<file path="config.mk">
export PLATFORM = sky130hd
export DESIGN_NAME = pl_reg_elastic
export DESIGN_NICKNAME = d
export VERILOG_FILES = /design/src/rtl/pl_reg_elastic.sv
export SDC_FILE = /design/constraint.sdc
export NUM_CORES = 1
export LEC_CHECK = 0
export BUFFER_PORTS_ARGS = -buffer_cell sky130_fd_sc_hd__buf_2
export CELL_PAD_IN_SITES_DETAIL_PLACEMENT = 1
export CELL_PAD_IN_SITES_GLOBAL_PLACEMENT = 1
export CORE_MARGIN = 5
export CORE_UTILIZATION = 45
export DETAILED_ROUTE_END_ITERATION = 10
export GPL_TIMING_DRIVEN = 1
export PLACE_DENSITY_LB_ADDON = 0.1
export SKIP_CTS_REPAIR_TIMING = 1
export SYNTH_ARGS = -nofsm -noshare
export SYNTH_HDL_FRONTEND = slang
export SYNTH_SLANG_ARGS = --single-unit
</file>
<file path="constraint.sdc">
create_clock -name clk -period 4.3 [get_ports clk]
set_input_delay 0.43 -clock clk [delete_from_list [all_inputs] [get_ports clk]]
set_output_delay 0.43 -clock clk [all_outputs]
set_load 0.05 [all_outputs]
</file>
<file path="src/rtl/pl_reg_elastic.sv">
// Elastic pipeline stage register: valid/ready handshake, 2-entry skid buffer,
// flush-driven bubble insertion and saturating stall/bubble performance counters.
module pl_reg_elastic #(
    parameter int unsigned CTRL_WIDTH = 16,
    parameter int unsigned DATA_WIDTH = 128,
    parameter int unsigned CNT_WIDTH  = 16
) (
    input  logic                  clk,
    input  logic                  rst_n,
    input  logic                  flush_i,
    input  logic                  valid_i,
    output logic                  ready_o,
    input  logic [CTRL_WIDTH-1:0] ctrl_i,
    input  logic [DATA_WIDTH-1:0] data_i,
    output logic                  valid_o,
    input  logic                  ready_i,
    output logic [CTRL_WIDTH-1:0] ctrl_o,
    output logic [DATA_WIDTH-1:0] data_o,
    input  logic                  cnt_clr_i,
    output logic [CNT_WIDTH-1:0]  stall_cnt_o,
    output logic [CNT_WIDTH-1:0]  bubble_cnt_o
);

    // State bits are the entry valid bits: [1] = skid valid, [0] = main valid.
    typedef enum logic [1:0] {
        ST_EMPTY = 2'b00,
        ST_ONE   = 2'b01,
        ST_FULL  = 2'b11
    } state_t;

    localparam logic [CNT_WIDTH-1:0] CNT_MAX = '1;

    state_t                r_state;
    state_t                w_state_nxt;
    logic [CTRL_WIDTH-1:0] r_main_ctrl;
    logic [DATA_WIDTH-1:0] r_main_data;
    logic [CTRL_WIDTH-1:0] r_skid_ctrl;
    logic [DATA_WIDTH-1:0] r_skid_data;
    logic [CNT_WIDTH-1:0]  r_stall_cnt;
    logic [CNT_WIDTH-1:0]  r_bubble_cnt;

    logic w_in_fire;
    logic w_out_fire;
    logic w_main_ld_in;
    logic w_main_ld_skid;
    logic w_main_clr;
    logic w_skid_ld;
    logic w_skid_clr;

    assign ready_o      = (r_state != ST_FULL);
    assign valid_o      = r_state[0];
    assign ctrl_o       = r_main_ctrl;
    assign data_o       = r_main_data;
    assign stall_cnt_o  = r_stall_cnt;
    assign bubble_cnt_o = r_bubble_cnt;

    assign w_in_fire  = valid_i & ready_o & ~flush_i;
    assign w_out_fire = valid_o & ready_i;

    always_ff @(posedge clk or negedge rst_n) begin
        if (!rst_n) r_state <= ST_EMPTY;
        else        r_state <= w_state_nxt;
    end

    // Next state and per-entry load/clear strobes; flush empties the stage.
    always_comb begin
        w_state_nxt    = r_state;
        w_main_ld_in   = 1'b0;
        w_main_ld_skid = 1'b0;
        w_main_clr     = 1'b0;
        w_skid_ld      = 1'b0;
        w_skid_clr     = 1'b0;
        if (flush_i) begin
            w_state_nxt = ST_EMPTY;
            w_main_clr  = 1'b1;
            w_skid_clr  = 1'b1;
        end else begin
            case (r_state)
                ST_EMPTY: begin
                    if (w_in_fire) begin
                        w_state_nxt  = ST_ONE;
                        w_main_ld_in = 1'b1;
                    end
                end
                ST_ONE: begin
                    if (w_in_fire && w_out_fire) begin
                        w_main_ld_in = 1'b1;
                    end else if (w_in_fire) begin
                        w_state_nxt = ST_FULL;
                        w_skid_ld   = 1'b1;
                    end else if (w_out_fire) begin
                        w_state_nxt = ST_EMPTY;
                        w_main_clr  = 1'b1;
                    end
                end
                ST_FULL: begin
                    if (w_out_fire) begin
                        w_state_nxt    = ST_ONE;
                        w_main_ld_skid = 1'b1;
                        w_skid_clr     = 1'b1;
                    end
                end
                default: begin
                    w_state_nxt = ST_EMPTY;
                    w_main_clr  = 1'b1;
                    w_skid_clr  = 1'b1;
                end
            endcase
        end
    end

    // Control fields zero whenever their entry goes invalid; data only ever loads.
    always_ff @(posedge clk or negedge rst_n) begin
        if (!rst_n) begin
            r_main_ctrl <= '0;
            r_main_data <= '0;
            r_skid_ctrl <= '0;
            r_skid_data <= '0;
        end else begin
            if (w_main_clr)          r_main_ctrl <= '0;
            else if (w_main_ld_in)   r_main_ctrl <= ctrl_i;
            else if (w_main_ld_skid) r_main_ctrl <= r_skid_ctrl;

            if (w_main_ld_in)        r_main_data <= data_i;
            else if (w_main_ld_skid) r_main_data <= r_skid_data;

            if (w_skid_clr)          r_skid_ctrl <= '0;
            else if (w_skid_ld)      r_skid_ctrl <= ctrl_i;

            if (w_skid_ld)           r_skid_data <= data_i;
        end
    end

    // Saturating performance counters; clear wins over increment.
    always_ff @(posedge clk or negedge rst_n) begin
        if (!rst_n) begin
            r_stall_cnt  <= '0;
            r_bubble_cnt <= '0;
        end else if (cnt_clr_i) begin
            r_stall_cnt  <= '0;
            r_bubble_cnt <= '0;
        end else begin
            if (valid_o && !ready_i && (r_stall_cnt != CNT_MAX))
                r_stall_cnt <= r_stall_cnt + CNT_WIDTH'(1);
            if (!valid_o && ready_i && (r_bubble_cnt != CNT_MAX))
                r_bubble_cnt <= r_bubble_cnt + CNT_WIDTH'(1);
        end
    end

endmodule
</file>
Yosys cells after proc, flatten, opt, wreduce, memory -nomap -nowiden --
Index checks and enable logic that the tools add are counted.
Operators by class: equal/unequal tests 9, reductions and logical operators 16, muxes and demuxes 34, add/subtract/negate cells 2, bitwise logic cells 4
Operators by type and width (number):
- 128-bit 2-to-1 mux | 2
- 16-bit 2-to-1 mux | 9
- 16-bit by 1-bit adder with 16-bit output (second input constant) | 2
- 16-bit inequality test (second input constant) | 2
- 1-bit 2-to-1 mux | 13
- 2-bit 2-to-1 mux | 6
- 3-bit inequality test (second input constant) | 3
- 2-bit nonzero test | 4
- 1-bit case mux with 2 select lines | 3
- 2-bit case mux with 3 select lines | 1
- 1-bit logical AND | 5
- 4-bit inequality test (second input constant) | 1
- 4-bit AND reduction | 1
- 2-bit OR reduction | 2
- 1-bit AND | 3
- 3-bit nonzero test | 1
- 2-bit by 1-bit == test with 1-bit output (second input constant) | 1
- 2-bit == test (second input constant) | 1
- 1-bit zero test | 2
- 2-bit zero test | 1
- 2-bit inequality test (second input constant) | 1
- 1-bit inverter | 1
Storage, ports and cells: word-level logic and storage cells 72, bits of input ports 150, bits in registers 322, output and inout bits 178

Longest topological paths before layout --
Gate-level depths: netlist of run 1.
word-level depth 9, gate-level depth with buffers 9, gate-level depth less buffers 6

Least setup slack after synthesis of run 1 --
OpenSTA, ideal clock, no wires.
path kind register to register, from reg r_state[0], to reg r_main_ctrl[13] (netlist: ctrl_o[13]), setup slack 1.870 ns, clock period less this slack 2.430 ns, setup time 0.078 ns, data required time 4.222 ns, buffers on the path 1, arrival 2.352 ns, stages on the path, launching flop included 7, cells stage by stage dfrtp_1 -> ha_1 -> or3b_1 -> o21ba_1 -> a2111o_1 -> buf_2 -> o2bb2ai_1
Between the ends: cells in the longest elaborated chain, start to end 9, elaborated cells on any way between the ends 23, classes of those cells eq/ne: 3; mux: 13; bitwise: 3; reduce/logical: 4
RTL lines:
- from (decl) | RTL line 33 | state_t r_state;
- from (signal assigned) | RTL line 62 | else r_state <= w_state_nxt;
- 2-bit inequality test | RTL line 50 | assign ready_o = (r_state != ST_FULL);
- 1-bit AND (2 in a row) | RTL line 57 | assign w_in_fire = valid_i & ready_o & ~flush_i;
- 1-bit logical AND | RTL line 86 | if (w_in_fire && w_out_fire) begin
- 1-bit 2-to-1 mux | RTL line 86
- 1-bit case mux with 2 select lines | RTL line 78 | case (r_state)
- 1-bit 2-to-1 mux | RTL line 73 | if (flush_i) begin
- 16-bit 2-to-1 mux | RTL line 121 | else if (w_main_ld_in) r_main_ctrl <= ctrl_i;
- 16-bit 2-to-1 mux | RTL line 120 | if (w_main_clr) r_main_ctrl <= '0;
- to (signal assigned) | RTL line 121
- to (signal assigned) | RTL line 122 | else if (w_main_ld_skid) r_main_ctrl <= r_skid_ctrl;
- to (decl) | RTL line 35 | logic [CTRL_WIDTH-1:0] r_main_ctrl;
Several ways; a longest one is shown, not always the timed one. A chain may end at the register's enable or synchronous reset.

Worst setup path after layout of run 1 --
from reg r_state[0], to reg r_main_data[48] (netlist: data_o[48])
Between the ends: cells in the longest elaborated chain, start to end 8, elaborated cells on any way between the ends 17, classes of those cells eq/ne: 3; mux: 8; bitwise: 3; reduce/logical: 3
RTL lines:
- 2-bit inequality test | RTL line 50
- 1-bit AND (2 in a row) | RTL line 57
- 1-bit logical AND | RTL line 86
- 1-bit 2-to-1 mux | RTL line 86
- 1-bit case mux with 2 select lines | RTL line 78
- 1-bit 2-to-1 mux | RTL line 73
- 128-bit 2-to-1 mux / 2-bit nonzero test (equally long branches)
- to (signal assigned) | RTL line 124 | if (w_main_ld_in) r_main_data <= data_i;
- to (signal assigned) | RTL line 125 | else if (w_main_ld_skid) r_main_data <= r_skid_data;
- to (decl) | RTL line 36 | logic [DATA_WIDTH-1:0] r_main_data;
Several ways; a longest one is shown, not always the timed one.

==> metrics list, run 1 <==
- The flow ran to the end, and the final reports show no timing, DRC or antenna violations.
* Antenna violations before repair: 16
- Of the post-synthesis cell area, the dominant cell type holds 0.603.
- FF-to-FF Start: r_state[0]$_DFFE_PN0P_
- The die is 182 um wide.
* Reported leakage power: between 0.008 and 0.009 uW
* Skew-Pair Late Insertion Delay: 0.51 ns
- Number of different library cells in the post-synthesis netlist: 43
- Mapped Area: 0.0134 mm2
- The worst register-to-register path has a setup slack of between 1.5 and 2 ns.
* Setup_tns: 0 ns
* Relative contribution of combinational cells to total power: 0.382
- The hold violation count in the final report was 0.
* Share of the yosys chip area belonging to registers: 0.603
- CP Data Arrival Time: 3.12 ns
- Across every metal layer, demand over resource in global routing totals 0.224.
- Sinks on Clock Net: 322
- Remaining antenna violation count: 0
* Number of instances in the synthesized netlist: around 1100
- In this run the standard cell core region covers 0.0295 mm2.
- In this run the worst path has a maximum fanout of 36.
- Synthesis inferred 322 register bits.
- At the end of the flow, the number of nets in the layout was 1614.
- Transition time at the pin with the least slew margin: approximately 1.2 ns
- Count of TritonRoute iterations in the first routing pass: 4
* GRT Residual Overflow: 0
- Port buffering added 327 buffers.
* Unrepaired setup endpoints after global routing: false
- Power comes to 13100 uW.
- After synthesis, the share of flip-flops with an asynchronous set or reset is 1.00.
* Root buffer cell: sky130_fd_sc_hd__clkbuf_16
- Clock tree synthesis inserted a total of 37 buffers.
- In this run the cell area measured after placement is 0.0154 mm2.
* Worst setup SP type: flip-flop
- TritonCTS built the clock tree.
- Between clock sinks in the finished design, the worst skew comes to 0.0150 ns.
- Routed len/inst: 20.0 um
- Across the VDD grid, the largest voltage drop is 456 uV.
- Entering global routing, the biggest net connects between 100 and 150 pins.
* Clock network fraction of design power: 0.239
- Max-slew headroom at the worst pin: 0.187
* Count of standard-cell rows: 63
* CP Capture Type: flip-flop
* Drt total wl: 37600 um
* Count of pins on the block boundary: 328
- The number of max-slew violations in the final report came to 0.
* Most frequent standard cell in the layout excluding fill and tap cells: sky130_fd_sc_hd__buf_2
- Net switching share of the total power: 0.424
- Post-route cell area: 0.0167 mm2
- The worst setup path is of the reg -> reg kind.
- Of all cell types, the one taking the most synthesized area is sky130_fd_sc_hd__dfrtp_1.
- In this run the power spent charging and discharging nets is approximately 5600 uW.
- The critical path starts at r_state[0]$_DFFE_PN0P_.
- After synthesis, the cell types taking the most area are sky130_fd_sc_hd__dfrtp_1 60%, sky130_fd_sc_hd__mux2_2 11%, sky130_fd_sc_hd__nand2_1 7.8%.
- Detailed routing inserted a total of just over 10000 vias.
* Worst Path Required: approximately 4.8 ns
- Power density relative to cell area: roughly 800 mW/mm2
* Die footprint: 0.0333 mm2
- For this run, the leading register cell type out of synthesis is sky130_fd_sc_hd__dfrtp_1.
* DRC violation count after routing: 0
* Setup violation total in the final timing report: 0
- When the netlist entered floorplanning its net count stood at approximately 1300.
- The smallest clock period supported by the final layout is computed as 2.68 ns.
- Final clock period utilization by the worst path: 0.622
* Number of cells on the worst reg-to-reg path: 6
* Maximum count of clock buffers along a single path: 3
- Clock transition time at the flip-flop clock pins of the worst setup and hold paths: roughly 0.06 ns
* Part of the power in registers: 0.379
- Of the cells placed in the final design, the portion with a size suffix greater than 1 is 0.361.
* Area growth from synthesis to layout: 24.9%
* Utilization after layout: 0.566
- Number of vias per cell: 5.47
* Class of the tightest hold or removal check: in -> reg
* Via count of the first global-routing pass: 11000
- First DRT Iteration DRCs: 492
- The congestion estimate from routability-driven global placement came to 0.775.
* Count of H-tree levels built during CTS: 2
* Pint: 7560 uW
- A synthesized cell averages between 10 and 15 um2.
- Initial core utilization: 0.453
- Once detailed placement completed, the half-perimeter wirelength came to 25000 um.
- Max Cap Viol: 0
* HP Start: data_i[76]
- Worst-case hold path end point: data_o[76]$_DFFE_PN0P_
* Hold Crit Depth: 3
* Yosys Warn Count: 0
- Wire length of the first global-routing pass: about 61000 um
* Max Freq: 374 MHz
* Number of enable flip-flop cells after synthesis: 0
* Vert. Die Dim: 182 um
- The endpoint identified for the worst register-to-register timing path is data_o[48]$_DFFE_PN0P_.
- Top library cells by usage in the layout, fill and taps aside: 326 x sky130_fd_sc_hd__buf_2, 322 x sky130_fd_sc_hd__dfrtp_1, 277 x sky130_fd_sc_hd__nand2_1
-- worst max-delay path, cell delays in order, from the launching register on --
cell and delay, ns:
sky130_fd_sc_hd__dfrtp_1 0.50, sky130_fd_sc_hd__ha_1 0.34, sky130_fd_sc_hd__or3b_1 0.44, sky130_fd_sc_hd__nor2_4 0.56, sky130_fd_sc_hd__buf_4 0.51, sky130_fd_sc_hd__a22oi_1 0.14, sky130_fd_sc_hd__nand2_1 0.11
-- power by group through the flow --
stage	sequential [uW]	clock, uW	combinational (uW)
after CTS	4980	3220	5090
after global routing	5120	3340	5380
after global placement	4930	0	4950
final	4980	3140	5020
after detailed placement	5010	0	5070
after floorplan	7080	0	1500
-- state kept, by name, summed over array words and instances, names as in the netlist --
| signal | count |
|---|---|
| r_skid_data | 128 |
| stall_cnt_o | 16 |
| ctrl_o | 16 |
| r_state | 2 |
| bubble_cnt_o | 16 |
| r_skid_ctrl | 16 |
| data_o | 128 |
-- how the worst max path moves through the flow --
stage	endpoint	slack, ns	cells after the start
floorplan	ctrl_o[13]$_DFFE_PN0P_	1.87	6
detailed placement	data_o[48]$_DFFE_PN0P_	1.60	6
CTS	data_o[48]$_DFFE_PN0P_	1.60	6
global placement	data_o[72]$_DFFE_PN0P_	1.68	6
finish	data_o[48]$_DFFE_PN0P_	1.62	6
global route	data_o[48]$_DFFE_PN0P_	1.43	6
-- synthesized netlist by cell type, types with 6 or more instances --
cell type	n
sky130_fd_sc_hd__a22o_1	16
sky130_fd_sc_hd__a21oi_1	22
sky130_fd_sc_hd__nand4_1	16
sky130_fd_sc_hd__nor2b_1	10
sky130_fd_sc_hd__nand2_1	277
sky130_fd_sc_hd__ha_1	6
sky130_fd_sc_hd__mux2_2	131
sky130_fd_sc_hd__nor3_1	6
sky130_fd_sc_hd__o2bb2ai_1	17
sky130_fd_sc_hd__nor2_1	8
sky130_fd_sc_hd__buf_2	23
sky130_fd_sc_hd__clkbuf_1	49
sky130_fd_sc_hd__or3_1	12
sky130_fd_sc_hd__o21ai_0	16
sky130_fd_sc_hd__nand3_1	11
sky130_fd_sc_hd__mux2i_1	19
sky130_fd_sc_hd__a22oi_1	128
sky130_fd_sc_hd__dfrtp_1	322
sky130_fd_sc_hd__inv_1	8
-- logic make-up (layout without fill, tap and decap cells) --
logic type,count (synthesis),after routing,share of synthesized area
adders and majority gates,6,6,0.00562
DFF,322,322,0.603
and+or+nand+nor,366,366,0.119
AOI/OAI and AO/OA,224,224,0.123
other,0,8,0
muxes,150,150,0.125
buffers and inverters,80,417,0.0246
xor gates and xnor gates,1,1,0.000655
-- layout make-up --
type	count	area (um2)
sequential	322	8060
clock buffer	56	1130
clock inverter	11	108
tap	390	488
antenna	8	20.0
multi-input combinational	747	5020
inverter	8	30.0
timing repair buffer	342	1850
fill	3197	12800
-- per-layer routing --
metal  up-vias  part of all wire  global-route usage
met4        18             0.027              0.0675
met2       275              0.48               0.357
met5         -            0.0027                   0
li1       4752                 -                   -
met3        77             0.075              0.0700
met1      5176              0.42               0.295
-- metrics by stage --
step           hold slack (ns)  cells  setup slack [ns]
3_3_place_gp             0.443   1808              1.68
4_1_cts                -0.0441   1875              1.60
5_1_grt                  0.142   1883              1.43
3_5_place_dp             0.450   1808              1.60
2_1_floorplan            0.134   1149              1.87
6_report                 0.153   1884              1.62
Power figures use the tool's default switching activity.
==> run 2: changes to the inputs <==
CORE_UTILIZATION = 38   (was 45)
clock period = 2.3 ns   (was 4.3 ns; I/O delays follow)
==> metrics list, run 2 (synthesized netlist as in run 1, its figures left out) <==
* Count of pins on the block boundary: 328
- Of the cells placed in the final design, the portion with a size suffix greater than 1 is 0.338.
* Count of standard-cell rows: 68
- Worst slack on hold paths: -0.000768 ns
- Failing checks: hold timing
* Floorplan die width: 198 um
- Initial core utilization: 0.386
* First DRT Iteration DRCs: 480
- Maximum count of clock buffers along a single path: 3
- For this run, design rule violations remaining after detail routing come to 0.
- Count of nets after finishing: 1777
- Sinks on Clock Net: ~320
- The first detailed-routing pass ran for 4 iterations.
- Post-Route Skew: 0.0144 ns
- From synthesis to final layout, the design area changed by 37.6%.
* Vert. Die Dim: 198 um
- STA classifies the critical path startpoint as a flip-flop.
- GRT Residual Overflow: 0
- The number of antenna violations at the first check in global routing was 3.
- At the later pin of the worst-skew pair, clock insertion delay measures 0.51 ns.
* Cell family with the largest share of critical-path delay: simple AND/OR/NAND/NOR gates
- Worst Setup SP: r_state[0]$_DFFE_PN0P_
- Remaining antenna violation count: 0
- Clock tree from TritonCTS: done
- Die footprint: 0.0390 mm2
* Multi-input gate area: 0.00502 mm2
* Highest ir drop seen on vdd: around 1100 uV
- Max Freq: between 400 and 500 MHz
- In the layout the commonest cells are 326 x sky130_fd_sc_hd__buf_2, 321 x sky130_fd_sc_hd__dfrtp_1, 277 x sky130_fd_sc_hd__nand2_1.
- After routing, the total negative slack on setup checks comes to 0 ns.
- For this run, the total global-route usage over all layers was measured as 0.198.
- Slowest library cell on the worst path: sky130_fd_sc_hd__dfrtp_2
* Drt total wl: 41200 um
- For the worst setup path, the data required time is ~2.7 ns.
- Number of cells on the worst reg-to-reg path: 7
* Worst-path cell chain: ha_1 > buf_4 > nand2b_1 > nor2_1 > nand3_4 > buf_12 > mux2_2
- Routability-driven placement finished with a final weighted congestion of 0.796.
- The library cell used most frequently in the layout, excluding fill and tap cells, is sky130_fd_sc_hd__buf_2.
- For this run, the share of the core covered by cells in the final layout is 0.531.
- Transition time at the pin with the least slew margin: roughly 0.73 ns
* Largest net degree at the start of global routing: 129
- Power density relative to cell area: 1350 mW/mm2
* Core ar.: approximately 0.035 mm2
- The number of max-slew violations in the final report was 0.
- Clock transition time at the flip-flop clock pins of the worst setup and hold paths: about 0.060 ns
- In this run the critical register-to-register path is launched from r_state[0]$_DFFE_PN0P_.
- In this run the tightest slew margin relative to its limit is 0.510.
- HPWL after detailed placement: 26300 um
- Total buffers and inverters traversed by the critical path: 2
- For this run, the slowest stage of the critical path takes roughly 0.42 ns.
- Register-to-register setup slack: 0.08 ns
- Count of filler cells inserted in the layout: 3720
- Number of hold-slack violations in the final timing report: 1
- Routed len/inst: 19.6 um
- Via count of the first global-routing pass: 11100
- Cts bufs inserted: 38
- The critical path crosses 7 cells after its start point.
- Reported leakage power: 0.00898 uW
* Maximum fanout encountered on the critical timing path: 84
* CP Capture Point: r_skid_data[103]$_DFFE_PN0P_
- In this run the tool buffered the top-level ports with 327 buffer cells.
- Using the TritonRoute via totals, the vias-per-cell ratio works out to 5.15.
* Unrepaired setup endpoints after global routing: false
* Final clock period utilization by the worst path: 0.964
* Run status: complete, but fails checks
- The worst register-to-register path ends at r_skid_data[103]$_DFFE_PN0P_.
- Class of the tightest hold or removal check: in -> reg
- Overall via count from detail_route: between 10000 and 15000
- The first global-routing pass estimated 62900 um of wire.
* Root buffer cell: sky130_fd_sc_hd__clkbuf_16
* Type of the worst setup path: reg -> reg
* Max Cap Viol: 0
* FF+latch area: 0.00806 mm2
* Count of H-tree levels built during CTS: 2
- Setup violations remaining at the end of the flow were counted as 0.
- Data arrives at the worst endpoint at 2.60 ns.
- CP Capture Type: flip-flop
- Min Clock Period, post-route: 2.22 ns
-- run 2: cell count changes in the layout (fill, tap and decap cells not counted), sizes merged --
cell	change
buf	+22
clkinvlp	-2
bufinv	-1
dlygate4sd3	+140
clkinv	-3
diode	-5
clkbuf	+3
inv	-1
-- run 2: where the power goes --
| part | leakage (uW) | total, uW | internal (uW) | switching [uW] |
|---|---|---|---|---|
| clock network | 0.000590 | 5750 | 3480 | 2270 |
| logic | 0.00435 | 9800 | 2840 | 6960 |
| registers | 0.00404 | 9280 | 8020 | 1250 |
| total | 0.00898 | 24800 | 14400 | 10500 |
-- run 2: per-layer routing --
| layer | global-route usage | part of all wire |
|---|---|---|
| met1 | 0.271 | 0.43 |
| met5 | 0 | 0 |
| met2 | 0.311 | 0.48 |
| met4 | 0.0444 | 0.020 |
| met3 | 0.0617 | 0.068 |
-- run 2: worst min-delay path, stage by stage --
cell,delay [ns]
sky130_fd_sc_hd__buf_2,0.11
sky130_fd_sc_hd__a22oi_1,0.07
sky130_fd_sc_hd__nand2_1,0.06
-- run 2: worst min-delay path by stage --
stage / to / cells after the start / slack [ns] / start
detailed placement: ctrl_o[12]$_DFFE_PN0P_ / 1 / 0.25 / rst_n
CTS: r_state[1]$_DFFE_PN0P_ / 1 / -0.28 / rst_n
global route: r_skid_data[112]$_DFFE_PN0P_ / 2 / 0.002 / data_i[112]
floorplan: bubble_cnt_o[0]$_DFFE_PN0P_ / 0 / -0.07 / rst_n
global placement: r_skid_ctrl[6]$_DFFE_PN0P_ / 1 / 0.26 / rst_n
finish: data_o[15]$_DFFE_PN0P_ / 3 / -0.0008 / data_i[15]
-- run 2: cell type report --
| class | instances | area share |
|---|---|---|
| Sequential cell | 322 | 0.438 |
| Antenna cell | 3 | 0.000408 |
| Clock inverter | 4 | 0.00129 |
| Inverter | 8 | 0.00163 |
| Tap cell | 455 | 0.0310 |
| Multi-Input combinational cell | 747 | 0.273 |
| Clock buffer | 59 | 0.0638 |
| Timing Repair Buffer | 504 | 0.191 |
-- run 2: through the flow --
step	std cells	total power, uW	area [um2]	worst slack, ns
floorplan	1149	16100	13400	0.0188
global placement	1895	18700	15800	0.206
detailed placement	1895	19000	15800	0.105
CTS	1958	24900	17000	0.0439
global route	2102	26200	18400	0.00528
finish	2102	24800	18400	0.0833
